**config.mk**
```make
export PLATFORM = sky130hd
export DESIGN_NAME = cpu_sequencer
export DESIGN_NICKNAME = d
export VERILOG_FILES = /design/src/rtl/cpu_sequencer.sv
export SDC_FILE = /design/constraint.sdc
export NUM_CORES = 1
export LEC_CHECK = 0
export ABC_AREA = 0
export BUFFER_PORTS_ARGS = -buffer_cell sky130_fd_sc_hd__buf_2
export CORE_MARGIN = 2
export CORE_UTILIZATION = 49
export DETAILED_ROUTE_END_ITERATION = 6
export GPL_ROUTABILITY_DRIVEN = 0
export PLACE_DENSITY = 0.86
export SYNTH_ARGS = -nofsm -noshare
export SYNTH_HDL_FRONTEND = slang
export SYNTH_SLANG_ARGS = --single-unit
```
**constraint.sdc**
```tcl
create_clock -name clk -period 4.8 [get_ports clk]
set_input_delay 0.24 -clock clk [delete_from_list [all_inputs] [get_ports clk]]
set_output_delay 0.24 -clock clk [all_outputs]
set_load 0.005 [all_outputs]
```
**src/rtl/cpu_sequencer.sv**
```systemverilog
// Multi-cycle CPU sequencer: FETCH, DECODE, MEM, WB and HALT.
// Owns PC, IR and MDR and runs the memory request handshake.
module cpu_sequencer #(
  parameter logic [15:0] RESET_PC = 16'h0000
) (
  input  logic        clk,
  input  logic        rst_n,
  output logic        mem_req,
  input  logic        mem_ack,
  output logic [15:0] mem_addr,
  output logic        mem_we,
  output logic [15:0] mem_wdata,
  input  logic [15:0] mem_rdata,
  output logic [15:0] instruction,
  input  logic [1:0]  nextPCSel,
  input  logic        memWE,
  input  logic        dAddrSel,
  input  logic        regFileWE,
  input  logic [15:0] instrData,
  input  logic [15:0] rs1_data,
  input  logic [15:0] rs2_data,
  output logic [15:0] pc,
  output logic        rf_we,
  output logic [15:0] mdr,
  input  logic        halt_req,
  output logic        halted,
  output logic [2:0]  state
);

  typedef enum logic [2:0] {
    S_FETCH  = 3'd0,
    S_DECODE = 3'd1,
    S_MEM    = 3'd2,
    S_WB     = 3'd3,
    S_HALT   = 3'd4
  } state_e;

  state_e      state_q, state_d;
  logic [15:0] pc_q, pc_d;
  logic [15:0] ir_q, ir_d;
  logic [15:0] mdr_q, mdr_d;
  logic        req_en_q, req_en_d;
  logic        ack;

  always_ff @(posedge clk or negedge rst_n) begin
    if (!rst_n) begin
      state_q  <= S_FETCH;
      pc_q     <= RESET_PC;
      ir_q     <= 16'h0000;
      mdr_q    <= 16'h0000;
      req_en_q <= 1'b0;
    end else begin
      state_q  <= state_d;
      pc_q     <= pc_d;
      ir_q     <= ir_d;
      mdr_q    <= mdr_d;
      req_en_q <= req_en_d;
    end
  end

  // req_en_q holds the first fetch off until one edge after reset release
  always_comb begin
    state_d   = state_q;
    pc_d      = pc_q;
    ir_d      = ir_q;
    mdr_d     = mdr_q;
    req_en_d  = 1'b1;
    mem_req   = 1'b0;
    mem_addr  = pc_q;
    mem_we    = 1'b0;
    mem_wdata = rs2_data;
    rf_we     = 1'b0;
    ack       = 1'b0;
    unique case (state_q)
      S_FETCH: begin
        mem_req = req_en_q;
        ack     = req_en_q & mem_ack;
        if (ack) begin
          ir_d    = mem_rdata;
          state_d = S_DECODE;
        end
      end
      S_DECODE: begin
        if (memWE || dAddrSel) begin
          state_d = S_MEM;
        end else begin
          state_d = S_WB;
        end
      end
      S_MEM: begin
        mem_req  = 1'b1;
        mem_addr = dAddrSel ? rs1_data : instrData;
        mem_we   = memWE;
        ack      = mem_ack;
        if (ack) begin
          if (!memWE) begin
            mdr_d = mem_rdata;
          end
          state_d = S_WB;
        end
      end
      S_WB: begin
        rf_we = regFileWE;
        unique case (nextPCSel)
          2'b01:   pc_d = instrData;
          2'b10:   pc_d = rs1_data;
          default: pc_d = pc_q + 16'd1;
        endcase
        state_d = halt_req ? S_HALT : S_FETCH;
      end
      S_HALT: begin
        if (!halt_req) begin
          state_d = S_FETCH;
        end
      end
      default: begin
        state_d = S_FETCH;
      end
    endcase
  end

  assign pc          = pc_q;
  assign instruction = ir_q;
  assign mdr         = mdr_q;
  assign halted      = (state_q == S_HALT);
  assign state       = state_q;

endmodule

```
==> metrics.cfg, run 1 <==
[synth]
synth_most_common_cell = dfrtp_1
synthesis.area_um2 = 3080
synth-seq-area-share_pct = 42.2
synth_nets = 375
synth_edf_count = 0
synth-seq-cells = 52
synthCells = 299
synth_top_cell_by_area = dfrtp_1
yosys_warnings = 0
avgSynthCellArea_um2 = 10.3
synth_common_cells = 52 x dfrtp_1, 33 x a21oi_1, 22 x mux2_2
synth-async-reset-ratio_pct = 100
ys.flop_type = dfrtp_1
synth_area_leaders = dfrtp_1 42%, mux2_2 8.0%, mux2i_1 6.5%
synth.distinct_cells = 48
synth_top_area_share_pct = 42.2

[timing]
setup_viol = 0
hold_viol_final = 0
holdWs_ps = 31.9
tightest_slew_ps = 1180
post-route-min-period_ps = 2530
fin_tns_setup_ps = 0
max_slew_margin_pct = 21.5
fin_crit_sh_pct = 52.8
worst_clock_skew_ps = 15.1
rsz0062_at_grt = false
slew_viol_final = 0
fin_ws_ps = 2270
max_freq_mhz = 394

[layout]
final_util_pct = 61.4
drive_above_1_share_pct = 44.3
diodes = 0
syn2layout_area_growth_pct = 19.4
fin_nets = 472
stdcell_count = 472

[critical_path]
worst-setup-path-type = flop to primary output
path_buf_inv = 1
worstPathArrival_ps = 2290
crit_slowest_cell = and2_1
worstPathRequired_ps = 4560
critical_path.max_stage_delay_ps = 940
cp_max_fo = 33
cp-start-kind = flop
critPathTopFamily = simple AND/OR/NAND/NOR gates
path_cells = nor2_2 -> and2_1 -> nor2_1 -> a21oi_1 -> buf_2
crit_path_end_kind = primary output

[power_and_ir_drop]
vdd_drop_max_uv = 339
p_per_area_nw_per_um2 = 573
power.leakage_nw = 1.80

[global_routing]
grt.busiest_layer = met2
grt_pass1_vias = 2708
grt_util_met3_pct = 7.26
antenna_found_initial = 0
grt_pass1_wl_um = 12700
track_usage_pct = 22.2
grt_use_met2_pct = 37.7
grt_max_degree = 53
grt_remaining_overflow = 0
met1_usage_pct = 26.4

[clock_tree]
worstSkewPairLatency_ps = 310
path_clk_slew_ps = 100
cts_resized = 0
clockBufferDepth = 2
cts_setup_buffers = 0
clock-sinks = 52
hold_buffers = 0
htreeDepth = 2
clockRootBuffer = clkbuf_8
cts_made_buffers = 5
cts_tree = yes

[route]
drt-initial-drc-count = 125
via_per_inst = 5.76
avgRoutedWirePerCell_um = 16.2
vias = 2718
drt_wl_total_um = 7650
drc = 0
drtAntennaViolNets = 0
dr.pass1.iters = 4

[hold_path]
hold_path_class = primary input to async pin

[floorplanning]
rows = 28
coreArea_um2 = 5990
die-width_um = 83.3
ioPinCount = 160
die_y_um = 83.3
initial_core_util_pct = 51.4
die_area_um2 = 6940

[place]
pre_cts_slack_ps = 2310
port_buffers = 127
dp_cells = 464
hpwl_um = 5610

[run_status]
outcome = finished, final reports clean

[run]
max-cap-violations = 0

stage by stage:
step                      instance area [µm²]  power, W
final                                    3680   0.00211
after global routing                     3680   0.00228
after CTS                                3680   0.00212
after detailed placement                 3590   0.00186
after global placement                   3590   0.00181
after floorplan                          3080   0.00142
power breakdown:
group | total [W] | internal, W | switching, W
clock | 0.000259 | 0.000107 | 0.000152
combinational | 0.000997 | 0.000520 | 0.000477
sequential | 0.000852 | 0.000646 | 0.000206
total | 0.00211 | 0.00127 | 0.000835
flip-flops by register name (all words and copies together), names as in the netlist:
name,cells
mdr,16
pc,16
instruction,16
req_en_q,1
state,3
placed cells by master, fill, tap and decap left out, types with 5 or more instances in the layout:
cell and instances:
a21oi_1 33, a221o_1 7, a221oi_1 6, buf_2 127, clkbuf_8 5, dfrtp_1 52
inv_1 8, mux2_2 22, mux2_4 10, mux2i_1 20, nand2_1 14, nand3_1 5
nand4_1 5, nor2_1 21, o21ai_0 10
final cells by class:
class                      instances  area, µm²
clock buffer                       6       72.6
clock inverter                     2       17.5
fill                             484       2310
inverter                           8       30.0
multi-input combinational        201       1520
sequential                        52       1300
tap                               75       93.8
timing repair buffer             128        643
worst paths after layout:
path,depth (start not counted),slack (ps),end,start
hold / removal,2,30,instruction[1],rst_n
setup / recovery,5,2270,mem_addr[9],state[2]
hold reg to reg,1,510,mdr[2],mdr[2]
setup reg to reg,4,2280,mdr[10],state[2]
max in group asynchronous,2,4330,pc[1],rst_n
min in group clk,2,140,state[2],halt_req
kinds of logic after synthesis:
| group | after synthesis | share of synthesized area, % |
|---|---|---|
| fa+ha+maj | 3 | 1.22 |
| xor+xnor | 1 | 0.284 |
| flops | 52 | 42.2 |
| compound gates | 77 | 16.6 |
| buf+inv | 46 | 8.45 |
| simple gates | 67 | 11.7 |
| mux | 52 | 19.4 |
| other cells | 1 | 0.122 |
per-layer routing:
layer | share of wire [%] | up-vias
met2 | 48 | 147
met1 | 39 | 1282
met5 | 0 | -
met3 | 11 | 15
met4 | 1.2 | 0
li1 | - | 1274
No activity file was read; power rests on OpenSTA's default activity.
==> inputs of run 2 (changes only) <==
--- a/config.mk
+++ b/config.mk
@@ -8,10 +8,10 @@
 export ABC_AREA = 0
 export BUFFER_PORTS_ARGS = -buffer_cell sky130_fd_sc_hd__buf_2
 export CORE_MARGIN = 2
-export CORE_UTILIZATION = 49
+export CORE_UTILIZATION = 41
 export DETAILED_ROUTE_END_ITERATION = 6
 export GPL_ROUTABILITY_DRIVEN = 0
-export PLACE_DENSITY = 0.86
+export PLACE_DENSITY = 0.77
 export SYNTH_ARGS = -nofsm -noshare
 export SYNTH_HDL_FRONTEND = slang
 export SYNTH_SLANG_ARGS = --single-unit
==> constraint.sdc (replaced) <==
create_clock -name clk -period 2.05 [get_ports clk]
set_input_delay 0.1025 -clock clk [delete_from_list [all_inputs] [get_ports clk]]
set_output_delay 0.1025 -clock clk [all_outputs]
set_load 0.005 [all_outputs]
==> metrics.cfg, run 2 (synthesis results as in run 1) <==
[hold_path]
min_to = state[2]
hold_depth = 2
worstHoldStart = halt_req
hold_path_class = primary input to flop

[timing]
fin_tns_setup_ps = 0  ; unchanged
fin_ws_ps = 178  ; -2090 ps
setup_viol = 0  ; unchanged
worst_clock_skew_ps = 3.07  ; -12.1 ps
max_slew_margin_pct = 59.1  ; +38 points
fin_crit_sh_pct = 91.3
rsz0062_at_grt = false
tightest_slew_ps = 614  ; -563 ps
slew_viol_final = 0  ; unchanged
max_freq_mhz = 534
hold_viol_final = 0  ; unchanged
post-route-min-period_ps = 1870

[layout]
fin_nets = 479  ; +1.5%
regArea_um2 = 1300  ; unchanged
mostFrequentLayoutCell = buf_2
diodes = 0  ; unchanged
multi_input_area_um2 = 1520  ; unchanged
fill_cells = 668  ; +38%
drive_above_1_share_pct = 45.2  ; +0.83 points
syn2layout_area_growth_pct = 23.9
final_cell_mix = 127 x buf_2, 52 x dfrtp_1, 33 x a21oi_1

[critical_path]
crit_slowest_cell = dfrtp_1
crit_start = state[0]
worstPathArrival_ps = 1770  ; -520 ps
worst-setup-path-type = flop to primary output
ff2ff_setup_slack_ps = 220  ; -2060 ps
rr_startpoint = pc[2]
cp_max_fo = 32  ; -3.0%
path_cells = nor2_2 -> and2_1 -> buf_6 -> nor2_1 -> a21oi_1 -> buf_2
worstPathRequired_ps = 1950  ; -2610 ps
crit_path_end_kind = primary output
timing.rr.end = pc[15]
cp-start-kind = flop
critical_path.max_stage_delay_ps = 470  ; -470 ps
rr_worst_depth = 4  ; unchanged

[place]
hpwl_um = 5860  ; +4.3%
port_buffers = 127  ; unchanged
pre_cts_slack_ps = 224  ; -2090 ps

[floorplanning]
initial_core_util_pct = 42.5  ; -8.9 points
ioPinCount = 160  ; unchanged
die_y_um = 90.7  ; +8.9%
rows = 31  ; +11%
die_area_um2 = 8220  ; +19%
die-width_um = 90.7  ; +8.9%
coreArea_um2 = 7250  ; +21%

[global_routing]
antenna_found_initial = 0  ; unchanged
grt_util_met3_pct = 6.34  ; -0.91 points
grt_use_met2_pct = 29.5  ; -8.2 points
grt_pass1_vias = 2576  ; -4.9%
grt.busiest_layer = met2
met1_usage_pct = 25.2  ; -1.2 points
grt_max_degree = 33  ; -38%
track_usage_pct = 19.0  ; -3.2 points
grt_pass1_wl_um = 12800  ; +0.77%
grt_remaining_overflow = 0  ; unchanged

[power_and_ir_drop]
power_w = 0.00518  ; +150%
power.leakage_nw = 1.86  ; +3.2%
p_per_area_nw_per_um2 = 1360  ; +140%
vdd_drop_max_uv = 711  ; +110%

[route]
drt-initial-drc-count = 81  ; -35%
avgRoutedWirePerCell_um = 15.4  ; -4.7%
via_per_inst = 5.27  ; -8.4%
vias = 2648  ; -2.6%
drc = 0  ; unchanged
drtAntennaViolNets = 0  ; unchanged
dr.pass1.iters = 4  ; unchanged
drt_wl_total_um = 7760  ; +1.4%

[clock_tree]
cts_made_buffers = 5  ; unchanged
clockRootBuffer = clkbuf_8
worstSkewPairLatency_ps = 300  ; about the same
path_clk_slew_ps = 90  ; about the same
htreeDepth = 2  ; unchanged
clockBufferDepth = 2  ; unchanged
cts_tree = yes
clock-sinks = 52  ; unchanged

[run_status]
outcome = finished, final reports clean

[run]
max-cap-violations = 0  ; unchanged

run 2: worst max-delay path by stage:
stage / end / slack [ps] / depth (start not counted)
global placement: pc[15] / 260 / 4
CTS: mem_addr[0] / 110 / 6
finish: mem_addr[9] / 180 / 6
floorplan: instruction[10] / 480 / 5
global route: mem_addr[1] / 20 / 6
detailed placement: pc[15] / 220 / 4
run 2: per-stage QoR:
| stage | instances | util (%) | hold slack (ps) | cell area, µm² |
|---|---|---|---|---|
| after floorplan | 299 | - | -193 | 3080 |
| after detailed placement | 494 | 50.7 | 144 | 3670 |
| after CTS | 502 | 52.6 | 2.45 | 3810 |
| final | 502 | 52.6 | 19.9 | 3820 |
| after global placement | 494 | 50.7 | 131 | 3670 |
| after global routing | 502 | 52.6 | 16.2 | 3820 |
run 2: worst max-delay path, delay by kind of cell, from the launching register on:
family          cells  cell delay (ps)
compound gates      1              130
flops               1              470
buf+inv             2              380
simple gates        3              460
run 2: where the power goes:
group          leakage, nW  internal [W]  switching (W)
Sequential           0.630       0.00151       0.000498
Combinational         1.17       0.00126        0.00110
Clock               0.0642      0.000481       0.000329
Total                 1.86       0.00326        0.00193
run 2: area by class of cell:
| cell class | count | share of cell area, % |
|---|---|---|
| clock inverters | 2 | 1.57 |
| clock buffers | 5 | 1.80 |
| multi-input cells | 201 | 39.8 |
| well taps | 99 | 3.24 |
| inverters | 8 | 0.787 |
| repair buffers | 135 | 18.7 |
| flip-flops and latches | 52 | 34.1 |
run 2: repair_timing:
item / 4_1_cts / 5_1_grt
endpoints found under the setup margin: 0 / 14
setup buffers: 0 / 0
hold buffers: 1 / 0
gates resized for setup: 0 / 1
endpoints found under the hold margin: 25 / 0
run 2: layer usage:
metal | part of all wire [%] | routed length, µm
met5 | 0 | 0
met4 | 1.2 | 94
met3 | 9.3 | 719
met2 | 45 | 3520
met1 | 44 | 3420
==> inputs of run 3 (changes only) <==
--- a/config.mk
+++ b/config.mk
@@ -11,7 +11,7 @@
 export CORE_UTILIZATION = 41
 export DETAILED_ROUTE_END_ITERATION = 6
 export GPL_ROUTABILITY_DRIVEN = 0
-export PLACE_DENSITY = 0.77
+export PLACE_DENSITY_LB_ADDON = 0.2
 export SYNTH_ARGS = -nofsm -noshare
 export SYNTH_HDL_FRONTEND = slang
 export SYNTH_SLANG_ARGS = --single-unit
==> metrics.cfg, run 3 (synthesis results as in run 1) <==
[place]
port_buffers = 127  ; unchanged
dpl_cell_area_um2 = 3700  ; +0.61%
hpwl_um = 5930  ; +1.3%

[layout]
fin_nets = 483  ; +0.84%
drive_above_1_share_pct = 45.3  ; +0.18 points
syn2layout_area_growth_pct = 24.4
final_cell_mix = 127 x buf_2, 52 x dfrtp_1, 33 x a21oi_1
multi_input_area_um2 = 1520  ; unchanged
diodes = 0  ; unchanged
stdcell_area_um2 = 3830  ; +0.39%
final_util_pct = 52.8  ; +0.21 points
regArea_um2 = 1300  ; unchanged
fill_cells = 680  ; +1.8%
mostFrequentLayoutCell = buf_2

[timing]
hold_viol_final = 0  ; unchanged
max_freq_mhz = 540  ; +1.1%
max_slew_margin_pct = 44.6  ; -14 points
setup_viol = 0  ; unchanged
holdWs_ps = 40.7  ; +20.9 ps
fin_tns_setup_ps = 0  ; unchanged
post-route-min-period_ps = 1850  ; -21.1 ps
rsz0062_at_grt = false
fin_crit_sh_pct = 90.3  ; -1.0 points
worst_clock_skew_ps = 7.82  ; +4.75 ps
tightest_slew_ps = 830  ; +217 ps
slew_viol_final = 0  ; unchanged

[global_routing]
antenna_found_initial = 0  ; unchanged
grt_max_degree = 39  ; +18%
track_usage_pct = 19.6  ; +0.58 points
grt_pass1_vias = 2742  ; +6.4%
grt_pass1_wl_um = 13300  ; +4.0%
grt_remaining_overflow = 0  ; unchanged

[critical_path]
critical_path.max_stage_delay_ps = 480  ; about the same
crit_slowest_cell = dfrtp_1
rr_worst_depth = 5  ; +1
cp_max_fo = 22  ; -31%
crit_start = state[0]
path_cells = nor2_2 -> and2_1 -> buf_6 -> nor2_1 -> a21oi_1 -> buf_2
cp-start-kind = flop
worst-setup-path-type = flop to primary output
crit_path_end_kind = primary output
worstPathRequired_ps = 1950  ; about the same
rr_startpoint = pc[0]
ff2ff_setup_slack_ps = 340  ; +120 ps
worstPathArrival_ps = 1750  ; -20 ps
timing.rr.end = pc[14]

[run]
max-cap-violations = 0  ; unchanged

[power_and_ir_drop]
power.leakage_nw = 1.87  ; +0.42%
vdd_drop_max_uv = 718  ; +1.0%
p_per_area_nw_per_um2 = 1340  ; -1.6%

[clock_tree]
cts_tree = yes
cts_made_buffers = 5  ; unchanged
cts_setup_buffers = 0  ; unchanged
path_clk_slew_ps = 100  ; about the same
clockRootBuffer = clkbuf_8
worstSkewPairLatency_ps = 300  ; about the same
clockBufferDepth = 2  ; unchanged
htreeDepth = 2  ; unchanged
clock-sinks = 52  ; unchanged

[floorplanning]
die_area_um2 = 8220  ; unchanged
die_y_um = 90.7  ; unchanged
coreArea_um2 = 7250  ; unchanged
rows = 31  ; unchanged
initial_core_util_pct = 42.5  ; unchanged
ioPinCount = 160  ; unchanged
die-width_um = 90.7  ; unchanged

[hold_path]
worstHoldStart = mem_rdata[1]
hold_path_class = primary input to flop
hold_depth = 2  ; unchanged
min_to = mdr[1]

[run_status]
outcome = finished, final reports clean

[route]
dr.pass1.iters = 4  ; unchanged
avgRoutedWirePerCell_um = 15.7  ; +1.6%
drt-initial-drc-count = 133  ; +64%
via_per_inst = 5.27  ; -0.16%
vias = 2670  ; +0.83%
drc = 0  ; unchanged
drt_wl_total_um = 7960  ; +2.6%
drtAntennaViolNets = 0  ; unchanged

## run 3: cell count changes in the layout (fill, tap and decap cells not counted), sizes merged
cell / change
dlygate4sd3: +1
inv: +1
clkbuf: +1
buf: +3
bufinv: -1
## run 3: per-layer routing
layer	share of wire [%]	vias to the layer above	global-route usage, %
li1	-	1298	-
met1	45	1251	25.6
met2	47	111	31.9
met3	8.3	10	6.34
met4	0.49	0	3.72
met5	0	-	0
## run 3: worst max path at each step
stage	endpoint	slack [ps]	cells after the start
2_1_floorplan	instruction[10]	480	5
3_3_place_gp	pc[14]	420	5
3_5_place_dp	pc[14]	330	5
4_1_cts	mem_addr[1]	130	6
5_1_grt	mem_addr[10]	20	6
6_report	mem_addr[1]	200	6
## run 3: cell type report
| class | count | area share [%] |
|---|---|---|
| Multi-Input combinational cell | 201 | 39.6 |
| Tap cell | 99 | 3.23 |
| Inverter | 8 | 0.784 |
| Clock inverter | 2 | 1.01 |
| Sequential cell | 52 | 34.0 |
| Timing Repair Buffer | 139 | 19.5 |
| Clock buffer | 6 | 1.89 |
## run 3: worst max-delay path, delay by kind of cell, from the launching register on
kind	cells	cell delay, ps
and+or+nand+nor	3	500
DFF	1	480
buffers and inverters	2	350
AOI/OAI and AO/OA	1	120
## run 3: repair_timing
action,in CTS,in global routing
endpoints found under the hold margin,37,0
gates resized for setup,0,1
hold buffers,2,0
setup endpoints to repair,0,5
## run 3: where the power goes
group / switching, W / internal [W] / total, W
sequential: 0.000486 / 0.00151 / 0.00200
clock: 0.000346 / 0.000370 / 0.000716
combinational: 0.00111 / 0.00129 / 0.00240
## run 3: metrics by stage
step / setup WS, ps / std cells / power, W
finish: 199 / 507 / 0.00512
global route: 18.4 / 507 / 0.00556
CTS: 134 / 507 / 0.00518
detailed placement: 333 / 497 / 0.00443
global placement: 425 / 497 / 0.00438
floorplan: 479 / 299 / 0.00333
